[config.mk]
export PLATFORM = sky130hd
export DESIGN_NAME = float_pack
export DESIGN_NICKNAME = d
export VERILOG_FILES = /design/src/rtl/float_pkg.sv /design/src/rtl/float_pack_fifo.sv /design/src/rtl/float_pack.sv
export SDC_FILE = /design/constraint.sdc
export NUM_CORES = 1
export LEC_CHECK = 0
export ABC_AREA = 1
export BUFFER_PORTS_ARGS = -buffer_cell sky130_fd_sc_hd__buf_2
export CAP_MARGIN = 5
export CORE_AREA = 2 2 107 109
export DETAILED_ROUTE_END_ITERATION = 8
export DIE_AREA = 0 0 109 111
export MAX_ROUTING_LAYER = met4
export PLACE_DENSITY_LB_ADDON = 0.3
export SYNTH_ARGS = -nofsm -noshare
export SYNTH_HDL_FRONTEND = slang
export SYNTH_SLANG_ARGS = --single-unit
[constraint.sdc]
create_clock -name Clock -period 1.7 [get_ports Clock]
set_input_delay 0.51 -clock Clock [delete_from_list [all_inputs] [get_ports Clock]]
set_output_delay 0.51 -clock Clock [all_outputs]
set_load 0.005 [all_outputs]
[src/rtl/float_pkg.sv]
// float_pkg: shared types and the packing function for the FP add/sub back end.
//
// Contents:
//   N_DEF / EXP_DEF   default mantissa (incl. hidden bit) and exponent widths
//   QNAN_FRAC_DEF     canonical quiet-NaN fraction for the default format
//   pack_case_t       which packing rule applies to a rounded result
//   pack_case()       priority classification of a rounded result
//   pack_word()       assembles {sign, exp, frac} for any N/EXP (N <= 64, EXP <= 32)
//
// Build option: FLOAT_PACK_FTZ_EN -- when defined, subnormal normal-path results
// (exponent 0, mantissa non-zero) are flushed to a signed zero.
package float_pkg;

  localparam int N_DEF   = 24;
  localparam int EXP_DEF = 8;

  localparam logic [N_DEF-2:0] QNAN_FRAC_DEF = 23'h400000;

  typedef enum logic [2:0] {
    PK_NAN   = 3'd0,
    PK_INF   = 3'd1,
    PK_ZERO  = 3'd2,
    PK_CARRY = 3'd3,
    PK_NORM  = 3'd4
  } pack_case_t;

  // NaN beats Inf beats Zero; a zero mantissa with a non-zero exponent means the
  // round-up carried out of the mantissa and the hidden bit was lost.
  function automatic pack_case_t pack_case(input logic nan,
                                           input logic inf,
                                           input logic zero,
                                           input logic mant_zero,
                                           input logic exp_zero);
    pack_case_t pc;
    if (nan) begin
      pc = PK_NAN;
    end else if (inf) begin
      pc = PK_INF;
    end else if (zero) begin
      pc = PK_ZERO;
    end else if (mant_zero && !exp_zero) begin
      pc = PK_CARRY;
    end else begin
      pc = PK_NORM;
    end
    return pc;
  endfunction

  // Width-generic packer: fields are built in a 96-bit scratch word and the
  // caller keeps the low n+e bits. n and e are elaboration constants at every
  // call site, so all shifts collapse to wiring.
  function automatic logic [95:0] pack_word(input pack_case_t pc,
                                            input logic sign,
                                            input logic [31:0] exp_in,
                                            input logic [63:0] mant_in,
                                            input int n,
                                            input int e);
    logic [95:0] exp_ones;
    logic [95:0] frac_mask;
    logic [95:0] qnan_frac;
    logic [95:0] exp_f;
    logic [95:0] frac_f;
    exp_ones  = (96'd1 << e) - 96'd1;
    frac_mask = (96'd1 << (n - 1)) - 96'd1;
    qnan_frac = 96'd1 << (n - 2);
    case (pc)
      PK_NAN: begin
        exp_f  = exp_ones;
        frac_f = qnan_frac;
      end
      PK_INF: begin
        exp_f  = exp_ones;
        frac_f = 96'd0;
      end
      PK_ZERO: begin
        exp_f  = 96'd0;
        frac_f = 96'd0;
      end
      PK_CARRY: begin
        // exp+1 reaching all-ones is exactly the infinity encoding, so the
        // saturating case needs no separate value here.
        exp_f  = ({64'd0, exp_in} + 96'd1) & exp_ones;
        frac_f = 96'd0;
      end
      PK_NORM: begin
        exp_f = {64'd0, exp_in} & exp_ones;
`ifdef FLOAT_PACK_FTZ_EN
        if (exp_in == 32'd0) begin
          frac_f = 96'd0;
        end else begin
          frac_f = {32'd0, mant_in} & frac_mask;
        end
`else
        frac_f = {32'd0, mant_in} & frac_mask;
`endif
      end
      default: begin
        exp_f  = 96'd0;
        frac_f = 96'd0;
      end
    endcase
    return ({95'd0, sign} << (n - 1 + e)) | (exp_f << (n - 1)) | frac_f;
  endfunction

endpackage

[src/rtl/float_pack_fifo.sv]
// float_pack_fifo: small synchronous FIFO with registered storage and no bypass.
//
// Ports:
//   Clock, Reset  clock and synchronous active-high reset (empties the FIFO,
//                 clears storage and the sticky drop flag)
//   push, data_in write request and data; ignored (and flagged) when full
//                 unless a pop happens in the same cycle
//   pop           read request; ignored when empty
//   data_out      head entry (storage read, valid while !empty)
//   full, empty   occupancy status
//   dropped       sticky: a push was discarded because the FIFO was full
module float_pack_fifo #(
  parameter int WIDTH = 32,
  parameter int DEPTH = 2
) (
  input  logic             Clock,
  input  logic             Reset,
  input  logic             push,
  input  logic [WIDTH-1:0] data_in,
  input  logic             pop,
  output logic [WIDTH-1:0] data_out,
  output logic             full,
  output logic             empty,
  output logic             dropped
);

  localparam int AW = $clog2(DEPTH);
  localparam logic [AW-1:0] PTR_ONE  = {{(AW-1){1'b0}}, 1'b1};
  localparam logic [AW:0]   CNT_ONE  = {{AW{1'b0}}, 1'b1};
  localparam logic [AW:0]   CNT_FULL = DEPTH[AW:0];

  logic [WIDTH-1:0] mem_q [DEPTH];
  logic [WIDTH-1:0] mem_d [DEPTH];
  logic [AW-1:0]    wr_ptr_q, wr_ptr_d;
  logic [AW-1:0]    rd_ptr_q, rd_ptr_d;
  logic [AW:0]      count_q, count_d;
  logic             dropped_q, dropped_d;
  logic             do_push_s;
  logic             do_pop_s;

  assign full     = (count_q == CNT_FULL);
  assign empty    = (count_q == {(AW+1){1'b0}});
  assign data_out = mem_q[rd_ptr_q];
  assign dropped  = dropped_q;

  // Next-state: a pop frees a slot, so a full FIFO still accepts a push in the
  // same cycle; the write lands in the slot being vacated.
  always_comb begin
    mem_d     = mem_q;
    wr_ptr_d  = wr_ptr_q;
    rd_ptr_d  = rd_ptr_q;
    count_d   = count_q;
    do_pop_s  = pop && !empty;
    do_push_s = push && (!full || do_pop_s);
    dropped_d = dropped_q | (push && full && !do_pop_s);
    if (do_push_s) begin
      mem_d[wr_ptr_q] = data_in;
      wr_ptr_d        = wr_ptr_q + PTR_ONE;
    end else begin
      wr_ptr_d = wr_ptr_q;
    end
    if (do_pop_s) begin
      rd_ptr_d = rd_ptr_q + PTR_ONE;
    end else begin
      rd_ptr_d = rd_ptr_q;
    end
    case ({do_push_s, do_pop_s})
      2'b10:   count_d = count_q + CNT_ONE;
      2'b01:   count_d = count_q - CNT_ONE;
      default: count_d = count_q;
    endcase
  end

  // State registers; storage is cleared too so the head reads zero after reset.
  always_ff @(posedge Clock) begin
    if (Reset) begin
      for (int i = 0; i < DEPTH; i++) begin
        mem_q[i] <= {WIDTH{1'b0}};
      end
      wr_ptr_q  <= {AW{1'b0}};
      rd_ptr_q  <= {AW{1'b0}};
      count_q   <= {(AW+1){1'b0}};
      dropped_q <= 1'b0;
    end else begin
      for (int i = 0; i < DEPTH; i++) begin
        mem_q[i] <= mem_d[i];
      end
      wr_ptr_q  <= wr_ptr_d;
      rd_ptr_q  <= rd_ptr_d;
      count_q   <= count_d;
      dropped_q <= dropped_d;
    end
  end

endmodule

[src/rtl/float_pack.sv]
// float_pack: back end of the FP add/sub pipeline. Resolves specials and the
// round-up carry-out, packs {sign, exp, frac} and buffers results in a FIFO
// with a valid/ready output, since the rounding stage cannot be stalled.
//
// Ports:
//   Clock, Reset       clock, synchronous active-high reset
//   inValid            rounding-stage result valid (pushes into the FIFO)
//   roundMant          rounded mantissa, bit N-1 is the hidden bit
//   roundExp           biased exponent
//   roundSign          result sign
//   isInf/isNaN/isZero special-case flags aligned with inValid
//   outReady           downstream ready
//   outValid           FIFO non-empty; result holds the head entry
//   result             packed word {sign, exp[EXP-1:0], frac[N-2:0]}
//   expOvf             sticky: a carry pushed the exponent to infinity
//   dropped            sticky: a push was lost because the FIFO was full
//   resultCount        wrapping count of popped results
//
// Build option: FLOAT_PACK_FTZ_EN flushes subnormal normal-path results to zero.
module float_pack
  import float_pkg::*;
#(
  parameter int N     = N_DEF,
  parameter int EXP   = EXP_DEF,
  parameter int DEPTH = 2
) (
  input  logic             Clock,
  input  logic             Reset,
  input  logic             inValid,
  input  logic [N-1:0]     roundMant,
  input  logic [EXP-1:0]   roundExp,
  input  logic             roundSign,
  input  logic             isInf,
  input  logic             isNaN,
  input  logic             isZero,
  input  logic             outReady,
  output logic             outValid,
  output logic [N+EXP-1:0] result,
  output logic             expOvf,
  output logic             dropped,
  output logic [15:0]      resultCount
);

  localparam int W = N + EXP;

  pack_case_t     pc_s;
  logic [95:0]    word_s;
  logic [W-1:0]   packed_s;
  logic [EXP-1:0] exp_inc_s;
  logic           sat_s;
  logic           fifo_empty_s;
  logic           fifo_full_unused_s;
  logic           word_hi_unused_s;

  logic           expOvf_q, expOvf_d;
  logic [15:0]    resultCount_q, resultCount_d;

  // Classify and pack the incoming rounded result.
  always_comb begin
    pc_s      = pack_case(isNaN, isInf, isZero,
                          roundMant == {N{1'b0}}, roundExp == {EXP{1'b0}});
    word_s    = pack_word(pc_s, roundSign, 32'(roundExp), 64'(roundMant), N, EXP);
    packed_s  = word_s[W-1:0];
    exp_inc_s = roundExp + {{(EXP-1){1'b0}}, 1'b1};
    sat_s     = (pc_s == PK_CARRY) && (exp_inc_s == {EXP{1'b1}});
  end

  assign word_hi_unused_s = ^word_s[95:W];

  float_pack_fifo #(
    .WIDTH (W),
    .DEPTH (DEPTH)
  ) u_fifo (
    .Clock    (Clock),
    .Reset    (Reset),
    .push     (inValid),
    .data_in  (packed_s),
    .pop      (outReady),
    .data_out (result),
    .full     (fifo_full_unused_s),
    .empty    (fifo_empty_s),
    .dropped  (dropped)
  );

  assign outValid    = !fifo_empty_s;
  assign expOvf      = expOvf_q;
  assign resultCount = resultCount_q;

  // Sticky overflow flag and popped-result counter (wraps naturally at 16 bits).
  always_comb begin
    expOvf_d = expOvf_q | (inValid & sat_s);
    if (outValid && outReady) begin
      resultCount_d = resultCount_q + 16'd1;
    end else begin
      resultCount_d = resultCount_q;
    end
  end

  // Status registers.
  always_ff @(posedge Clock) begin
    if (Reset) begin
      expOvf_q      <= 1'b0;
      resultCount_q <= 16'd0;
    end else begin
      expOvf_q      <= expOvf_d;
      resultCount_q <= resultCount_d;
    end
  end

endmodule

==> run summary <==
The critical path data required time came out at 1190 ps. Summed over all nets, the half-perimeter wirelength after detailed placement is 8.507 mm. A synthesized cell averages 7.341 sq um.

Ratio of cells with drive above 1 in the final layout: 0.3742. The tools report the overall track demand over capacity in global routing as 0.2093. The library cell used most frequently in the layout, excluding fill and tap cells, is nand2_1.

Counting tap cells, the placed design contains a total of 898 instances. For the number of antenna violations at the first check in global routing, the log shows 0. The total number of H-tree levels is 3.

The tools report the setup total negative slack as -557.4 ps. The largest individual stage delay along the critical path comes from the cell dfxtp_4. The met2 track demand over resource is 0.3362, and the actual transition at the worst max-transition pin is 275.8 ps. The die is 111 um tall. The cell area after technology mapping is 0.004588 sq mm, and the final non-filler cell area is 0.006193 sq mm. Summed over all cells, the static leakage comes to 2.850 nW.

For the count of final max-slew check failures, the log shows 0. The worst path buffer plus inverter count was 3; the biggest cell delay along the critical path was 390 ps. Setup violations remaining at the end of the flow were counted as 23. The checks that failed: setup timing. The number of ports placed on the die boundary was 91. The signal on the critical path passes through inv_8 > clkbuf_16 > o21ai_4 > buf_2. The flow ran to the end, but the final reports show violations. The number of rows created at floorplan is 39, and the maximum frequency from static timing analysis is 567.4 MHz.

The routed via count divided by cell count is 4.807, and the full die area is 0.01210 sq mm. Among cell families on the critical path, the largest total delay comes from flip-flops. The effective utilization at floorplan came out at 0.4142. The number of sinks on the clock net is 86, and the total number of yosys warnings is 0. The worst setup path is of the reg2out kind.

The routed wire length was 11.92 mm. The final count of hold timing violations is 0. TritonCTS built the clock tree.

The worst setup skew after layout was 6.592 ps. The worst setup path is launched from a flop. No sink is reached through more buffers than the 2 on the longest clock path. The class of the tightest hold or removal check is in2reg. In this run, the number of DRC markers left after iteration 0 of detailed routing was 263. The worst setup path is captured at an output port.

In this run the worst path has a maximum fanout of 9. The routed layout has 4413 vias. The cell count after synthesis came out at 625. Once placement finished, the instance area stood at 0.005629 sq mm. The number of enable flip-flop cells after synthesis is 0.

The average wire per cell in the routed design works out to 12.99 um. The tools report the sequential share of the synthesized area as 0.3752. The logs give 1250 ps for the worst path arrival time and 0 for the number of nets with antenna violations after detailed routing. The core region is 0.01108 sq mm. The final period utilization works out to 1.037. Before antenna repair, the detailed router went through 5 iterations. For this run, design rule violations remaining after detail routing come to 0. Leaving out fill and tap cells, the most frequent cells in the layout are nand2_1, inv_1, buf_2. The number of nets in the synthesized netlist is 670. The worst-case IR drop observed on VDD is 0.5361 mV.

The smallest clock period supported by the final layout is computed as 1762 ps. Power spread over the standard cell area amounts to 925.1 mW/mm^2. Entering global routing, the biggest net connects 36 pins. The clock slew at the register clock pins of the worst setup and hold paths is 60 ps, and the last weighted congestion value of the routability-driven placer is 0.8275. The share of async-settable or async-resettable flops after synthesis works out to 0. CTS placed an instance of clkbuf_16 at the clock tree root.

The tool flagged a number of max-cap violations equal to 0. Synthesis instantiated 37 different standard cells from the library. 0 antenna diodes ended up in the layout. Compared with the post-synthesis result, the final layout area differs by 34.99%. The global routing met1 resource utilization was 0.2673. Buffers placed on the I/O ports in this run total 90. The synthesized design contains 86 register bits. The die width works out to 109 um. The later pin in the worst-skew pair is clocked with a latency of 330 ps. Setup repair after global routing could not meet its margin everywhere. The via count of the first global-routing pass was 4283. The most common flop cell mapped by yosys was dfxtp_1. The global-route wire length before repair was 19.62 mm. After the last flow step, the layout net total stands at 815.

The logs give 0 for the global route total overflow and 9 for the total CTS buffers. Met3 capacity usage during global routing: 0.03527. The setup slack of the critical path after layout came out at -62.49 ps. The relative max-transition margin came out at 0.8157. The number of standard cells in the layout, taps in and fillers out is 918.

Busiest layer in global routing: met2.
==> path summary, 6_finish.rpt <==
kind / slack (ps) / cells past startpoint / to / startpoint
min reg2reg: 440 / 2 / u_fifo.mem_q[63] / u_fifo.mem_q[63]
max reg2reg: 200 / 11 / resultCount[14] / u_fifo.count_q[1]
max: -60 / 4 / result[0] / u_fifo.rd_ptr_q
min: 430 / 2 / u_fifo.mem_q[31] / roundSign
==> through the flow <==
stage	setup WS, ps	utilization	hold WS [ps]	power (mW)
after global routing	-101.4	0.5591	438.1	6.007
after CTS	-44.62	0.5540	419.9	5.736
after floorplan	11.30	-	424.5	2.849
after global placement	-140.9	0.5082	438.1	3.299
final	-62.49	0.5591	433.0	5.730
after detailed placement	-164.0	0.5082	441.1	3.321
==> state kept, by name (all words and copies together), names as in the netlist <==
name and count:
u_fifo.wr_ptr_q 1, resultCount 16, u_fifo.count_q 2, u_fifo.rd_ptr_q 1, u_fifo.mem_q 64, expOvf 1
u_fifo.dropped 1
==> synthesized netlist by cell type (2+ instances only) <==
cell type / n / area, sq um
inv_1: 92 / 345.3
nand2_4: 6 / 67.56
buf_6: 2 / 22.52
nor2_8: 2 / 40.04
nand4_1: 9 / 56.30
ha_1: 5 / 62.56
nand3_1: 28 / 140.1
buf_12: 2 / 40.04
dfxtp_1: 86 / 1722
inv_2: 9 / 33.78
nor2_4: 4 / 45.04
a21oi_2: 20 / 175.2
nor2_1: 43 / 161.4
xor2_1: 4 / 35.03
o21ai_1: 4 / 20.02
nand2_1: 133 / 499.2
nand2_2: 21 / 131.4
clkbuf_1: 13 / 48.80
nor2_2: 4 / 25.02
a21oi_1: 26 / 130.1
o22ai_2: 22 / 275.3
nor3b_1: 3 / 22.52
buf_4: 2 / 15.01
o21ai_0: 65 / 325.3
buf_2: 7 / 35.03
nand3_2: 2 / 20.02
==> routing by layer <==
layer	share of wire	vias to the layer above	wire length (um)
li1	-	2282	-
met1	0.47	2025	5550
met2	0.49	91	5786
met3	0.033	15	395
met4	0.016	0	190
met5	0	-	0
==> area by class of cell <==
type | count | area [sq um]
clock buffer | 13 | 260.3
clock inverter | 3 | 90.09
fill | 1026 | 4883
inverter | 101 | 386.6
multi-input combinational | 411 | 2419
sequential | 86 | 1725
tap | 143 | 178.9
timing repair buffer | 161 | 1134
==> kinds of logic after synthesis <==
kind of cell | share of synthesized area
DFF | 0.3752
buffers and inverters | 0.1189
xor gates and xnor gates | 0.007635
and+or+nand+nor | 0.2762
AOI/OAI and AO/OA | 0.2083
adders and majority gates | 0.01364
==> report_power, final <==
part           internal [mW]  switching, mW  leakage (nW)
Sequential              2.15         0.0753         0.703
Clock                   1.52          0.746         0.170
Combinational          0.550          0.695          1.98
Total                   4.21           1.52          2.85
==> worst register-to-register path, stage by stage, from the launching register on <==
cell and delay [ps]:
dfxtp_1 380, inv_2 70, nand2_4 70, nand2_4 40
buf_4 150, nor3_4 180, nand4_2 140, inv_2 130
nand3_1 80, nand2_1 80, inv_1 40, nor2_1 80
==> timing repair <==
item | in CTS | in global routing
gates resized for setup | 54 | 10
hold buffers | 0 | 0
cloned | 2 | 1
setup endpoints to repair | 28 | 35
buffers inserted | 1 | 0
pin swaps | 1 | 0
(Power assumes the default switching activity.)
